$ cat config.mk
export PLATFORM = sky130hd
export DESIGN_NAME = seq_mul_ctrl_flat
export DESIGN_NICKNAME = d
export VERILOG_FILES = /design/src/rtl/mul_pkg.sv /design/src/rtl/seq_mul_ctrl_if.sv /design/src/rtl/seq_mul_ctrl_partial_mul.sv /design/src/rtl/seq_mul_ctrl.sv /design/src/flat_wrapper.sv
export SDC_FILE = /design/constraint.sdc
export NUM_CORES = 1
export LEC_CHECK = 0
export CAP_MARGIN = 20
export CORE_MARGIN = 3
export CORE_UTILIZATION = 55
export DETAILED_ROUTE_END_ITERATION = 8
export GPL_ROUTABILITY_DRIVEN = 0
export PLACE_DENSITY = 0.89
export SLEW_MARGIN = 5
export SYNTH_ARGS = -nofsm -noshare
export SYNTH_HDL_FRONTEND = slang
export SYNTH_SLANG_ARGS = --single-unit
$ cat constraint.sdc
create_clock -name clk -period 6.6 [get_ports clk]
set_input_delay 1.65 -clock clk [delete_from_list [all_inputs] [get_ports clk]]
set_output_delay 1.65 -clock clk [all_outputs]
set_load 0.01 [all_outputs]
$ cat src/rtl/mul_pkg.sv
// Shared widths and FSM encoding for the sequential 7x7 multiplier.
package mul_pkg;

  localparam int MUL_W  = 7;
  localparam int PROD_W = 14;
  localparam int CNT_W  = 3;

  // Index of the last multiplier bit processed in RUN.
  localparam logic [CNT_W-1:0] LAST_BIT = 3'd6;

  // 2'd3 is unused and falls back to IDLE on the next edge.
  typedef enum logic [1:0] {
    IDLE = 2'd0,
    RUN  = 2'd1,
    DONE = 2'd2
  } state_t;

endpackage

$ cat src/rtl/seq_mul_ctrl_if.sv
// Operand / result handshake bundle between source, multiplier and consumer.
interface seq_mul_ctrl_if;
  import mul_pkg::*;

  logic              start;
  logic [MUL_W-1:0]  A;
  logic [MUL_W-1:0]  B;
  logic              ready;
  logic              busy;
  logic              out_valid;
  logic              out_ack;
  logic [PROD_W-1:0] P;

  // Operand source and result consumer side.
  modport master (
    output start, A, B, out_ack,
    input  ready, busy, out_valid, P
  );

  // Multiplier side.
  modport slave (
    input  start, A, B, out_ack,
    output ready, busy, out_valid, P
  );

endinterface

$ cat src/rtl/seq_mul_ctrl_partial_mul.sv
// One partial-product row: the multiplicand gated by a single multiplier bit.
module partial_mul
  import mul_pkg::*;
(
  input  logic [MUL_W-1:0] A,
  input  logic             b,
  output logic [MUL_W-1:0] P
);

  assign P = A & {MUL_W{b}};

endmodule

$ cat src/rtl/seq_mul_ctrl.sv
// Sequential 7x7 unsigned shift-add multiplier: one partial-product row is
// reused for each multiplier bit, one bit per cycle, into a 14-bit accumulator.
module seq_mul_ctrl
  import mul_pkg::*;
#(
  parameter int W = MUL_W
) (
  input  logic           clk,
  input  logic           rst,
  seq_mul_ctrl_if.slave  bus
);

  state_t             state;
  logic [W-1:0]       a_r;
  logic [W-1:0]       b_r;
  logic [CNT_W-1:0]   cnt;
  logic [PROD_W-1:0]  acc;
  logic [PROD_W-1:0]  acc_next;
  logic [PROD_W-1:0]  p_r;
  logic [W-1:0]       pp;

  // Zero-extend a partial-product row and move it to the weight of bit sh.
  // The largest product is 127*127 < 2^14, so no bits are ever lost.
  function automatic logic [PROD_W-1:0] align_pp(input logic [W-1:0] row,
                                                 input logic [CNT_W-1:0] sh);
    logic [PROD_W-1:0] ext;
    ext = {{(PROD_W-W){1'b0}}, row};
    return ext << sh;
  endfunction

  partial_mul u_partial_mul (
    .A (a_r),
    .b (b_r[cnt]),
    .P (pp)
  );

  // Accumulator update for the current multiplier bit.
  always_comb begin
    acc_next = acc + align_pp(pp, cnt);
  end

  // Control FSM together with operand latches, bit counter and result register.
  always_ff @(posedge clk) begin
    if (rst) begin
      state <= IDLE;
      a_r   <= '0;
      b_r   <= '0;
      cnt   <= '0;
      acc   <= '0;
      p_r   <= '0;
    end else begin
      case (state)
        IDLE: begin
          if (bus.start) begin
            a_r   <= bus.A;
            b_r   <= bus.B;
            acc   <= '0;
            cnt   <= '0;
            state <= RUN;
          end
        end
        RUN: begin
          acc <= acc_next;
          if (cnt == LAST_BIT) begin
            p_r   <= acc_next;
            state <= DONE;
          end else begin
            cnt <= cnt + 3'd1;
          end
        end
        DONE: begin
          if (bus.out_ack) begin
            state <= IDLE;
          end
        end
        default: begin
          state <= IDLE;
        end
      endcase
    end
  end

  // Handshake outputs are pure state decodes, so no input reaches them combinationally.
  assign bus.ready     = (state == IDLE);
  assign bus.busy      = (state == RUN);
  assign bus.out_valid = (state == DONE);
  assign bus.P         = p_r;

endmodule

$ cat src/flat_wrapper.sv
// flat-port wrapper written by rule: the top's interface ports become plain ports
module seq_mul_ctrl_flat import mul_pkg::*;
#(
  parameter int W = MUL_W
)
  (clk, rst, bus_start, bus_A, bus_B, bus_out_ack, bus_ready, bus_busy, bus_out_valid, bus_P);
  seq_mul_ctrl_if bus_i ();
  input  logic clk;
  input  logic rst;
  input wire logic [$bits(bus_i.start)-1:0] bus_start;
  input wire logic [$bits(bus_i.A)-1:0] bus_A;
  input wire logic [$bits(bus_i.B)-1:0] bus_B;
  input wire logic [$bits(bus_i.out_ack)-1:0] bus_out_ack;
  output wire logic [$bits(bus_i.ready)-1:0] bus_ready;
  output wire logic [$bits(bus_i.busy)-1:0] bus_busy;
  output wire logic [$bits(bus_i.out_valid)-1:0] bus_out_valid;
  output wire logic [$bits(bus_i.P)-1:0] bus_P;
  assign bus_i.start = bus_start;
  assign bus_i.A = bus_A;
  assign bus_i.B = bus_B;
  assign bus_i.out_ack = bus_out_ack;
  assign bus_ready = bus_i.ready;
  assign bus_busy = bus_i.busy;
  assign bus_out_valid = bus_i.out_valid;
  assign bus_P = bus_i.P;
  seq_mul_ctrl #(.W(W)) u_core (.clk(clk), .rst(rst), .bus(bus_i));
endmodule
==> flow_metrics.tcl <==
set metrics [dict create \
    worstSetupStartpointType "register" \
    diodes 0 \
    drt-initial-drc-count 185 \
    ys_seq_area_frac 0.334 \
    inserted_clock_buffers 5 \
    maximum_number_of_pins_on_one_net_before_global_route_repair 42 \
    ys_warn_count 0 \
    place_area_mm2 0.00315 \
    crit_path_end_kind "register" \
    synthFlopType "dfxtp_1" \
    post-route-period-util 0.564 \
    report.final.hold_viol_count 0 \
    maxCapViolations 0 \
    first_global_vias 2609 \
    fp-row-count 25 \
    critical_path_arrival_ns 3.92 \
    cts_max_level 2 \
    min_period_ns 3.72 \
    cts_root_buffer "clkbuf_8" \
    clock-sinks 47 \
    detail-route-antenna-nets 0 \
    firstDrtPassIters 6 \
    finalClockSkew_ns 0.00808 \
    gr-usage-all-layers 0.235 \
    worst_path_largest_cell_delay_ns 0.67 \
    pre_cts_slack_ns 2.94 \
    cts.hold.buffers_added 0 \
    average_detailed_routed_wire_length_per_instance_um 14.7 \
    cts_max_path_buffers 2 \
    postCtsResizedCells 0 \
    mappedNetlistArea_mm2 0.00281 \
    crit_path_cell_trace "mux2_2 > nor2_1 > a211oi_1 > a21oi_1 > or2_2 > nor2b_1 > ha_1 > o211ai_1 > a21oi_1 > o31ai_1 > or3b_2 > a32o_1" \
    die_area_mm2 0.00601 \
    post_synth_inst_count 359 \
    grt_pass1_wl_um 11600 \
    design.final.nets 418 \
    power.density_cell_area_mw_per_mm2 174 \
    maxClockFrequency_mhz 268 \
    global_route.overflow_total 0 \
    crit_path_top_delay_cell "dfxtp_1" \
    remaining_design_rule_violation_count 0 \
    max-vdd-ir-drop_mv 0.166 \
    clkSlewWorstSetupHoldPaths_ns 0.09 \
    synth-edff-count 0 \
    ys_types 58 \
    postCtsSetupRepairBufs 0 \
    cts_tree "built" \
    dp_hpwl_um 4780 \
    run_status "finished clean" \
    syn_area_per_cell_um2 7.84 \
    ys_async_sr_fraction 0 \
    routed-via-count 2671 \
    mappedNetlistNets 394 \
    final-setup-viol-count 0 \
    cp_max_fo 14 \
    timing.hold.worst.class "reg -> reg" \
    slew_headroom 0.270 \
    design_area_mm2 0.00326 \
    crit_path_buf_inv_count 0 \
    drt_wl_total_um 6620 \
    placement.io_buffers 34 \
    io_pins 35 \
    critical-path-top-cell-by-count "a21oi_1" \
    die_height_um 77.5 \
    die_x_um 77.5 \
    routed_via_density 5.94 \
    area.growth.synth_to_final_pct 15.9 \
    worst-setup-path-type "reg -> reg" \
    final-max-slew-violation-count 0 \
    floorplan.initialDensity 0.580 \
    power.leakage_nw 1.27 \
    initial_antenna_violation_count 0 \
    cp_data_required_time_ns 6.80 \
    worst-slew-pin-transition_ns 1.09 \
    worst_path_dominant_cell_family "compound AO/OA/AOI/OAI gates" \
    yosys_register_bits 47 \
    fin_util 0.673 \
    rsz0062_at_grt "false" \
    fin_total_pwr_uw 568 \
    final.setup.worst_slack_ns 2.88 \
    worst_skew_pair.late_latency_ns 0.31 \
    core_area_mm2 0.00485 \
    setup_tns_ns 0 \
    drive_gt1_frac 0.0601 \
]
[cells by family (layout without fill, tap and decap cells)]
logic type,count (synthesis),after routing,share of synthesized area
xor+xnor,7,7,0.0218
simple gates,151,151,0.247
mux,13,13,0.0485
compound gates,98,98,0.227
fa+ha+maj,17,17,0.0783
flops,47,47,0.334
buf+inv,26,50,0.0431
[cells in the final DEF, fill, tap and decap left out, types with 3 or more instances in the layout]
cell,count
xnor2_1,6
nor2b_1,5
and2_1,3
a31oi_1,5
nand2b_1,6
dfxtp_1,47
o21ai_0,7
mux2_2,5
nand3_1,10
mux2i_1,8
inv_1,6
ha_1,16
clkbuf_8,5
a21o_1,7
nor3_1,5
a211oi_1,4
nand4_1,4
or2_2,4
nor2_1,39
a21oi_1,40
o31ai_1,4
a22oi_1,6
o21a_1,3
clkdlybuf4s50_1,34
nand2_1,60
[state kept, by name, indices dropped and copies added (netlist names)]
name,count
u_core.state,2
u_core.b_r,7
u_core.cnt,3
u_core.acc,14
u_core.bus.P,14
u_core.a_r,7
[area by class of cell]
cell class | instances | area (um^2)
fill | 399 | 1590
sequential | 47 | 941
inverter | 8 | 30.0
clock buffer | 5 | 68.8
multi-input combinational | 286 | 1750
tap | 67 | 83.8
timing repair buffer | 35 | 348
clock inverter | 2 | 37.5
[final timing paths]
check / start / end / slack, ns / depth (start not counted)
max: u_core.cnt[0]$_SDFFE_PP0P_ / u_core.bus.P[8]$_SDFFE_PP0P_ / 2.88 / 12
min: u_core.bus.P[4]$_SDFFE_PP0P_ / u_core.bus.P[4]$_SDFFE_PP0P_ / 0.46 / 2
max reg2reg: u_core.cnt[0]$_SDFFE_PP0P_ / u_core.bus.P[8]$_SDFFE_PP0P_ / 2.88 / 12
min reg2reg: u_core.bus.P[4]$_SDFFE_PP0P_ / u_core.bus.P[4]$_SDFFE_PP0P_ / 0.46 / 2
[report_power, final]
part	total [mW]	leakage [nW]	switching, mW	internal [mW]
clock network	0.211	0.0502	0.0997	0.111
logic	0.0598	0.841	0.0332	0.0266
registers	0.298	0.381	0.00800	0.290
total	0.568	1.27	0.141	0.427
[layer usage]
layer | up-vias | wire length, um | global-route usage
li1 | 1329 | - | -
met1 | 1212 | 2870 | 0.295
met2 | 111 | 3150 | 0.398
met3 | 19 | 451 | 0.0429
met4 | 0 | 147 | 0.0890
met5 | - | 0 | 0
[per-stage QoR]
| stage | hold WS (ns) | cells |
|---|---|---|
| after detailed placement | 0.449 | 443 |
| after global placement | 0.448 | 443 |
| after global routing | 0.478 | 450 |
| after floorplan | 0.432 | 359 |
| after CTS | 0.462 | 450 |
| final | 0.461 | 450 |
[worst reg2reg max path: stages, from the launching register on]
cell and delay [ns]:
dfxtp_1 0.67, mux2_2 0.42, nor2_1 0.09, a211oi_1 0.06, a21oi_1 0.43, or2_2 0.21
nor2b_1 0.05, ha_1 0.35, o211ai_1 0.19, a21oi_1 0.10, o31ai_1 0.33, or3b_2 0.50
a32o_1 0.22
[Yosys cell counts (all sizes together) (8+ instances only)]
| cell | n | area [um^2] |
|---|---|---|
| nor2 | 40 | 153 |
| a21oi | 40 | 200 |
| nand2 | 60 | 225 |
| mux2i | 8 | 80.1 |
| clkbuf | 11 | 41.3 |
| ha | 16 | 200 |
| nand3 | 10 | 50.1 |
| dfxtp | 47 | 941 |
| o21ai | 9 | 45.0 |
No activity file was read; power rests on OpenSTA's default activity.
